$ cat src/rtl/crono_pkg.sv
// Shared types and constants for the crono_regresivo countdown timer.
// Holds FSM state encodings, BCD limits and the preset clamp helper.
package crono_pkg;

  localparam int BCD_W = 8;

  localparam logic [BCD_W-1:0] BCD_LIM_MS = 8'h59;
  localparam logic [BCD_W-1:0] BCD_ZERO   = 8'h00;

  typedef enum logic [1:0] {
    IDLE  = 2'd0,
    PAUSA = 2'd1,
    RUN   = 2'd2,
    FIN   = 2'd3
  } crono_state_t;

  // Bad digits or over-limit values saturate to the limit; BCD orders like binary.
  function automatic logic [BCD_W-1:0] clamp_bcd(input logic [BCD_W-1:0] val,
                                                 input logic [BCD_W-1:0] lim);
    if ((val[7:4] > 4'd9) || (val[3:0] > 4'd9) || (val > lim))
      return lim;
    return val;
  endfunction

endpackage

$ cat src/rtl/bcd_dec_campo.sv
// Two-digit BCD down counter with load; WRAP=0 saturates at 00 instead of
// wrapping to limite. borrow_out flags an enabled decrement from 00.
module bcd_dec_campo
  import crono_pkg::*;
#(
  parameter bit WRAP = 1'b1
) (
  input  logic             CLK,
  input  logic             reset,
  input  logic             en,
  input  logic [BCD_W-1:0] limite,
  input  logic             load,
  input  logic [BCD_W-1:0] load_val,
  output logic [BCD_W-1:0] valor,
  output logic             borrow_out
);

  logic [BCD_W-1:0] r_valor;
  logic [BCD_W-1:0] w_dec;

  always_comb begin
    w_dec = r_valor;
    if (r_valor[3:0] == 4'd0)
      w_dec = {r_valor[7:4] - 4'd1, 4'd9};
    else
      w_dec = {r_valor[7:4], r_valor[3:0] - 4'd1};
  end

  always_ff @(posedge CLK) begin
    if (reset)
      r_valor <= BCD_ZERO;
    else if (load)
      r_valor <= load_val;
    else if (en) begin
      if (r_valor == BCD_ZERO)
        r_valor <= WRAP ? limite : BCD_ZERO;
      else
        r_valor <= w_dec;
    end
  end

  assign valor      = r_valor;
  assign borrow_out = en && (r_valor == BCD_ZERO);

endmodule

$ cat src/rtl/crono_regresivo.sv
// HH:MM:SS BCD countdown timer raising fin_crono at zero until acknowledged.
// Define CRONO_AUTORECARGA_EN to reload the preset at expiry and keep running.
module crono_regresivo
  import crono_pkg::*;
#(
  parameter logic [7:0] MAX_HH = 8'h23
) (
  input  logic       CLK,
  input  logic       reset,
  input  logic       tick_1hz,
  input  logic       load,
  input  logic [7:0] ini_hh,
  input  logic [7:0] ini_mm,
  input  logic [7:0] ini_ss,
  input  logic       start,
  input  logic       stop,
  input  logic       ack,
  output logic [7:0] cnt_hh,
  output logic [7:0] cnt_mm,
  output logic [7:0] cnt_ss,
  output logic       running,
  output logic       fin_crono
);

  crono_state_t r_state;
  logic         r_running;
  logic         r_fin;
  logic [7:0]   r_pre_hh, r_pre_mm, r_pre_ss;

  logic [7:0] w_cl_hh, w_cl_mm, w_cl_ss;
  logic [7:0] w_ld_hh, w_ld_mm, w_ld_ss;
  logic [7:0] w_hh, w_mm, w_ss;
  logic       w_ini_zero, w_cnt_zero, w_cnt_uno;
  logic       w_ack_fin, w_load_ok, w_stop_ok, w_start_ok;
  logic       w_tick_en, w_expira, w_recarga, w_cnt_load;
  logic       w_bor_ss, w_bor_mm, w_bor_hh;

  assign w_cl_hh = clamp_bcd(ini_hh, MAX_HH);
  assign w_cl_mm = clamp_bcd(ini_mm, BCD_LIM_MS);
  assign w_cl_ss = clamp_bcd(ini_ss, BCD_LIM_MS);

  assign w_ini_zero = ({w_cl_hh, w_cl_mm, w_cl_ss} == 24'h000000);
  assign w_cnt_zero = ({w_hh, w_mm, w_ss} == 24'h000000);
  assign w_cnt_uno  = ({w_hh, w_mm, w_ss} == 24'h000001);

`ifdef CRONO_AUTORECARGA_EN
  assign w_ack_fin = 1'b0;
`else
  assign w_ack_fin = ack && (r_state == FIN);
`endif

  assign w_load_ok  = load && (r_state != RUN) && !w_ack_fin;
  assign w_stop_ok  = stop && (r_state == RUN);
  assign w_start_ok = start && (r_state == PAUSA) && !w_cnt_zero;
  // stop outranks a same-cycle tick, freezing the count
  assign w_tick_en  = tick_1hz && (r_state == RUN) && !stop;
  assign w_expira   = w_tick_en && w_cnt_uno;

`ifdef CRONO_AUTORECARGA_EN
  assign w_recarga = w_expira;
`else
  assign w_recarga = 1'b0;
`endif

  assign w_cnt_load = w_load_ok || w_recarga;
  assign w_ld_hh    = w_load_ok ? w_cl_hh : r_pre_hh;
  assign w_ld_mm    = w_load_ok ? w_cl_mm : r_pre_mm;
  assign w_ld_ss    = w_load_ok ? w_cl_ss : r_pre_ss;

  bcd_dec_campo #(.WRAP(1'b1)) u_ss (
    .CLK(CLK), .reset(reset), .en(w_tick_en), .limite(BCD_LIM_MS),
    .load(w_cnt_load), .load_val(w_ld_ss), .valor(w_ss), .borrow_out(w_bor_ss)
  );

  bcd_dec_campo #(.WRAP(1'b1)) u_mm (
    .CLK(CLK), .reset(reset), .en(w_bor_ss), .limite(BCD_LIM_MS),
    .load(w_cnt_load), .load_val(w_ld_mm), .valor(w_mm), .borrow_out(w_bor_mm)
  );

  bcd_dec_campo #(.WRAP(1'b0)) u_hh (
    .CLK(CLK), .reset(reset), .en(w_bor_mm), .limite(MAX_HH),
    .load(w_cnt_load), .load_val(w_ld_hh), .valor(w_hh), .borrow_out(w_bor_hh)
  );

  always_ff @(posedge CLK) begin
    if (reset) begin
      r_pre_hh <= BCD_ZERO;
      r_pre_mm <= BCD_ZERO;
      r_pre_ss <= BCD_ZERO;
    end else if (w_load_ok) begin
      r_pre_hh <= w_cl_hh;
      r_pre_mm <= w_cl_mm;
      r_pre_ss <= w_cl_ss;
    end
  end

  always_ff @(posedge CLK) begin
    if (reset) begin
      r_state   <= IDLE;
      r_running <= 1'b0;
      r_fin     <= 1'b0;
    end else begin
`ifdef CRONO_AUTORECARGA_EN
      if (ack)
        r_fin <= 1'b0;
      else if (w_expira)
        r_fin <= 1'b1;
      if (w_load_ok) begin
        r_state   <= w_ini_zero ? IDLE : PAUSA;
        r_running <= 1'b0;
      end else if (w_stop_ok) begin
        r_state   <= PAUSA;
        r_running <= 1'b0;
      end else if (w_start_ok) begin
        r_state   <= RUN;
        r_running <= 1'b1;
      end
`else
      if (w_ack_fin) begin
        r_state   <= IDLE;
        r_running <= 1'b0;
        r_fin     <= 1'b0;
      end else if (w_load_ok) begin
        r_state   <= w_ini_zero ? IDLE : PAUSA;
        r_running <= 1'b0;
        r_fin     <= 1'b0;
      end else if (w_stop_ok) begin
        r_state   <= PAUSA;
        r_running <= 1'b0;
      end else if (w_start_ok) begin
        r_state   <= RUN;
        r_running <= 1'b1;
      end else if (w_expira) begin
        r_state   <= FIN;
        r_running <= 1'b0;
        r_fin     <= 1'b1;
      end
`endif
    end
  end

  assign cnt_hh    = w_hh;
  assign cnt_mm    = w_mm;
  assign cnt_ss    = w_ss;
  assign running   = r_running;
  assign fin_crono = r_fin;

endmodule

$ cat config.mk
export PLATFORM = sky130hd
export DESIGN_NAME = crono_regresivo
export DESIGN_NICKNAME = d
export VERILOG_FILES = /design/src/rtl/crono_pkg.sv /design/src/rtl/bcd_dec_campo.sv /design/src/rtl/crono_regresivo.sv
export SDC_FILE = /design/constraint.sdc
export NUM_CORES = 1
export LEC_CHECK = 0
export CAP_MARGIN = 20
export CORE_MARGIN = 5
export CORE_UTILIZATION = 47
export CTS_CLUSTER_DIAMETER = 60
export DETAILED_ROUTE_END_ITERATION = 8
export HOLD_SLACK_MARGIN = 0.03
export PLACE_DENSITY = 0.8
export SYNTH_ARGS = -nofsm -noshare
export SYNTH_HDL_FRONTEND = slang
export SYNTH_SLANG_ARGS = --single-unit
export TNS_END_PERCENT = 100
$ cat constraint.sdc
create_clock -name CLK -period 4.6 [get_ports CLK]
set_input_delay 0.69 -clock CLK [delete_from_list [all_inputs] [get_ports CLK]]
set_output_delay 0.69 -clock CLK [all_outputs]
set_load 0.05 [all_outputs]
==> results of run 1 <==
==> state kept, by name, indices dropped and copies added (netlist names) <==
register,cells
u_hh.valor,8
u_mm.valor,8
u_ss.valor,8
r_state,2
fin_crono,1
running,1
==> where the power goes <==
| group | switching, mW | internal (mW) |
|---|---|---|
| combinational | 0.118 | 0.0819 |
| sequential | 0.0188 | 0.255 |
| clock | 0.0793 | 0.0590 |
| total | 0.216 | 0.396 |
==> worst min-delay path by stage <==
stage / start / to / slack [ns]
2_1_floorplan: r_state[1] / r_state[1] / 0.51
3_3_place_gp: running / running / 0.48
3_5_place_dp: running / running / 0.49
4_1_cts: running / running / 0.51
5_1_grt: running / running / 0.53
6_report: running / running / 0.50
==> metrics by stage <==
| step | worst slack [ns] | power (mW) | std cells | area (um2) | util (%) |
|---|---|---|---|---|---|
| 3_5_place_dp | 1.55 | 0.476 | 340 | 2430 | 65.5 |
| 2_1_floorplan | 2.31 | 0.396 | 244 | 1840 | - |
| 3_3_place_gp | 1.63 | 0.472 | 340 | 2430 | 65.5 |
| 6_report | 1.81 | 0.612 | 343 | 2470 | 66.6 |
| 4_1_cts | 1.84 | 0.611 | 343 | 2470 | 66.6 |
| 5_1_grt | 1.69 | 0.638 | 343 | 2470 | 66.6 |
==> cell families (layout without fill, tap and decap cells) <==
family / after synthesis / in the layout / share of synthesized area (%)
simple gates: 112 / 112 / 33.9
compound gates: 69 / 69 / 24.3
flops: 28 / 28 / 30.5
buf+inv: 25 / 76 / 5.10
fa+ha+maj: 7 / 7 / 4.76
xor+xnor: 2 / 2 / 0.953
mux: 1 / 1 / 0.544
==> metal layers <==
layer | track usage [%] | part of all wire, % | vias up
met5 | 0 | 0 | -
met4 | 6.97 | 1.6 | 0
met3 | 3.88 | 8.7 | 9
met2 | 37.1 | 46 | 104
met1 | 30.8 | 43 | 1007
li1 | - | - | 1029
==> cell type report <==
class,count,share of cell area [%]
multi-input cells,191,47.9
repair buffers,57,23.0
flip-flops and latches,28,22.6
inverters,16,2.43
well taps,48,2.43
clock buffers,3,1.67
==> placed cells by master (no fill, tap or decap), types with 2 or more instances in the layout <==
master / netlist / layout
a21oi_1: 23 / 23
nor4_1: 8 / 8
nand4_1: 3 / 3
clkbuf_8: 0 / 3
a31oi_1: 7 / 7
nor2_1: 26 / 26
nor4_2: 2 / 2
dfxtp_1: 28 / 28
o211ai_1: 4 / 4
nor3_1: 20 / 20
clkdlybuf4s50_1: 0 / 56
or3_1: 2 / 2
ha_1: 7 / 7
nand3_1: 12 / 12
nand2b_1: 3 / 3
nand2_1: 14 / 14
or3b_2: 2 / 2
a221oi_1: 2 / 2
nor3b_1: 2 / 2
or4_1: 6 / 6
inv_1: 16 / 16
xor2_1: 2 / 2
o21ai_0: 11 / 11
a211oi_1: 7 / 7
==> critical path: stages <==
cell,delay (ns)
clkdlybuf4s50_1,0.43
and4bb_1,0.38
nand4_1,0.45
nand2b_1,0.36
or4b_1,0.54
a21oi_1,0.15
==> flow_metrics.py, run 1 <==
metrics = {
    "floorplan": {
        "core_um2": 3720,
        "fp.dieH_um": 72.6,
        "io_pins": 57,
        "die_area_um2": 5260,
        "chipWidth_um": 72.6,
        "start_util_pct": 49.5,
        "rows": 22,
    },
    "yosys": {
        "syn-instance-count": 244,
        "synth_edf_count": 0,
        "syn-num-nets": 282,
        "synth.avg_cell_area_um2": 7.54,
        "yosys.area.top_type": "dfxtp_1",
        "yosys.area.top_type_share_pct": 30.5,
        "synth_cell_types": 51,
        "synth_common_cells": "28 x dfxtp_1, 26 x nor2_1, 23 x a21oi_1",
        "synthArstFlopShare_pct": 0,
        "syn-cell-area_um2": 1840,
        "yosys_warnings": 0,
        "ys.flop_type": "dfxtp_1",
        "synth_most_common_cell": "dfxtp_1",
        "ys_seq_elements": 28,
        "synthTopCellsByArea": "dfxtp_1 30%, a21oi_1 6.3%, nor3_1 5.4%",
        "yosysSeqAreaShare_pct": 30.5,
    },
    "clocking": {
        "htreeDepth": 1,
        "cts.sinks": 28,
        "cts_repair_resize_count": 0,
        "cts_buffer_depth": 2,
        "holdBufCountCts": 0,
        "clk-insertion-delay-late_ns": 0.28,
        "post_cts_buffers": 0,
        "numCtsBuffers": 3,
        "clk_pin_slew_ns": 0.10,
        "root_buffer": "clkbuf_8",
        "cts_tree": "built",
    },
    "detailed_routing": {
        "routedWlPerCell_um": 17.2,
        "via_count": 2149,
        "vias_per_cell": 6.27,
        "dr.pass1.iters": 4,
        "drt-total-wl_um": 5890,
        "drc": 0,
        "final_antenna_net_count": 0,
        "drtIter0Drc": 158,
    },
    "sta": {
        "tightest_slew_ns": 0.938,
        "rsz0062_at_grt": "false",
        "period_minus_slack_ns": 2.79,
        "slew_headroom_pct": 37.1,
        "finalClockSkew_ns": 0.00317,
        "whs_ns": 0.503,
        "drv_slew": 0,
        "tns_ns": 0,
        "finalHoldViolCount": 0,
        "setup_violations": 0,
        "max_clock_freq_ghz": 0.358,
        "period_share_pct": 60.6,
    },
    "placed_design": {
        "place_congestion": 0.864,
        "io_buffers": 56,
        "dp_hpwl_um": 4540,
    },
    "power_and_ir_drop": {
        "vdd_drop_max_mv": 0.132,
        "leakagePower_nw": 0.844,
        "pwr_density_cell_nw_per_um2": 247,
    },
    "grt": {
        "grt_pass1_vias": 2020,
        "grt_max_degree": 24,
        "antenna_found_initial": 0,
        "grt_usage_pct": 22.8,
        "grt_pass1_wl_um": 9720,
        "overflow": 0,
    },
    "critical_path": {
        "rr_startpoint": "u_ss.valor[4]",
        "r2r-end": "u_hh.valor[7]",
        "critPathCapture": "u_hh.valor[7]",
        "startpoint": "stop",
        "cp.required_ns": 4.81,
        "cp_max_fo": 14,
        "start_kind": "primary input",
        "crit_arrival_ns": 3.00,
        "crit_path_end_kind": "flip-flop",
        "reg2regPathDepth": 7,
        "r2r_slack_ns": 1.98,
        "crit_type": "primary input to flip-flop",
    },
    "layout": {
        "diodes": 0,
        "layout.nets": 335,
        "syn_to_final_growth_pct": 34.6,
        "seqCellArea_um2": 561,
        "drive_above_1_share_pct": 4.07,
        "multi_input_area_um2": 1180,
        "fillers": 336,
    },
    "outcome": {
        "outcome": "finished, final reports clean",
    },
    "hold_path": {
        "hold_depth": 2,
        "hp-class": "flip-flop to flip-flop",
    },
    "flow_run": {
        "drv_cap": 0,
    },
}
(Power assumes the default switching activity.)
==> run 2, diff against run 1 <==
- clock period: 4.6 -> 2.8 ns (I/O delays scaled with it)
==> run 2 against run 1 <==
Compared with the run above:
- largest power group unchanged
- wire length shrank 3.5%
- sequential share of layout area shrank 0.53 points
- critical path type is now flip-flop to flip-flop
- largest cell class unchanged
- sequential cell count is the same
- hold slack lost 0.0070 ns
- highest routed layer unchanged
==> flow_metrics.py, run 2 (same netlist as run 1, synthesis figures left out) <==
metrics = {
    "outcome": {
        "outcome": "finished, final reports clean",
    },
    "detailed_routing": {
        "vias_per_cell": 6.12,
        "via_count": 2143,
        "final_antenna_net_count": 0,
        "drc": 0,
        "drtIter0Drc": 163,
        "dr.pass1.iters": 4,
        "drt-total-wl_um": 5680,
        "routedWlPerCell_um": 16.2,
    },
    "critical_path": {
        "cp.required_ns": 3.02,
        "startpoint": "u_hh.valor[0]",
        "r2r_slack_ns": 0.56,
        "crit_arrival_ns": 2.46,
        "start_kind": "flip-flop",
        "crit_path_end_kind": "flip-flop",
        "rr_startpoint": "u_hh.valor[0]",
        "critPathCapture": "u_hh.valor[7]",
        "crit_type": "flip-flop to flip-flop",
        "r2r-end": "u_hh.valor[7]",
        "cp_max_fo": 5,
        "reg2regPathDepth": 6,
    },
    "layout": {
        "layout.nets": 341,
        "final_common_cell": "clkdlybuf4s50_1",
        "drive_above_1_share_pct": 6.29,
        "diodes": 0,
        "fillers": 350,
        "syn_to_final_growth_pct": 37.8,
        "final_cell_mix": "56 x clkdlybuf4s50_1, 28 x dfxtp_1, 26 x nor2_1",
        "instances_no_fill": 350,
    },
    "hold_path": {
        "hold_depth": 2,
        "hp-class": "flip-flop to flip-flop",
    },
    "power_and_ir_drop": {
        "pwr_density_cell_nw_per_um2": 412,
        "vdd_drop_max_mv": 0.181,
        "leakagePower_nw": 0.880,
    },
    "floorplan": {
        "chipWidth_um": 72.6,
        "fp.dieH_um": 72.6,
        "rows": 22,
        "io_pins": 57,
        "core_um2": 3720,
        "start_util_pct": 49.5,
        "die_area_um2": 5260,
    },
    "grt": {
        "grt_pass1_wl_um": 9580,
        "grt_pass1_vias": 1956,
        "grt_max_degree": 22,
        "overflow": 0,
        "grt_usage_pct": 22.5,
        "antenna_found_initial": 0,
    },
    "clocking": {
        "cts_tree": "built",
        "numCtsBuffers": 3,
        "holdBufCountCts": 0,
        "cts_repair_resize_count": 0,
        "cts_buffer_depth": 2,
        "clk-insertion-delay-late_ns": 0.28,
        "clk_pin_slew_ns": 0.10,
        "htreeDepth": 1,
        "cts.sinks": 28,
        "root_buffer": "clkbuf_8",
        "post_cts_buffers": 0,
    },
    "placed_design": {
        "dp_slack_ns": 0.421,
        "place_congestion": 0.895,
        "io_buffers": 56,
        "place_inst": 346,
        "dp_hpwl_um": 4470,
    },
    "sta": {
        "finalHoldViolCount": 0,
        "rsz0062_at_grt": "false",
        "slew_headroom_pct": 57.5,
        "drv_slew": 0,
        "whs_ns": 0.496,
        "period_minus_slack_ns": 2.24,
        "period_share_pct": 80.2,
        "setup_violations": 0,
        "finalClockSkew_ns": 0.00123,
        "max_clock_freq_ghz": 0.446,
        "tightest_slew_ns": 0.637,
        "worst_slack_ns": 0.555,
        "tns_ns": 0,
    },
    "flow_run": {
        "drv_cap": 0,
    },
}
==> run 2: per-stage QoR <==
step           utilization [%]  instance area, um2  power, mW
6_report                  68.2                2530       1.04
5_1_grt                   68.2                2530       1.09
4_1_cts                   68.2                2530       1.05
3_5_place_dp              66.7                2480      0.789
3_3_place_gp              66.7                2480      0.786
2_1_floorplan                -                1840      0.651
==> run 2: how the worst min path moves through the flow <==
stage,from,to,slack [ns]
finish,fin_crono,fin_crono,0.50
global route,running,running,0.55
detailed placement,fin_crono,fin_crono,0.48
floorplan,r_state[1],r_state[1],0.51
global placement,running,running,0.48
CTS,fin_crono,fin_crono,0.50
==> run 2: cell type report <==
cell class / count / area (um2) / share of cell area [%]
Tap cell: 48 / 60.1 / 2.37
Sequential cell: 28 / 561 / 22.1
Clock buffer: 4 / 55.1 / 2.17
Timing Repair Buffer: 63 / 613 / 24.2
Multi-Input combinational cell: 191 / 1180 / 46.8
Inverter: 16 / 60.1 / 2.37
==> run 2: critical path, stage by stage, from the launching register on <==
cell and delay (ns):
dfxtp_1 0.36, inv_1 0.11, ha_1 0.22, or3b_4 0.43
or4_1 0.43, or4b_1 0.48, a21oi_1 0.14
==> run 2: metal layers <==
layer,vias up,GRT usage [%],routed length [um]
met4,0,6.35,77
met1,1004,30.4,2530
met2,96,37.0,2590
met3,7,3.60,480
li1,1036,-,-
met5,-,0,0
==> run 2: power breakdown <==
part | internal, mW | switching, mW
registers | 0.418 | 0.0313
logic | 0.142 | 0.192
clock network | 0.126 | 0.133
total | 0.687 | 0.356
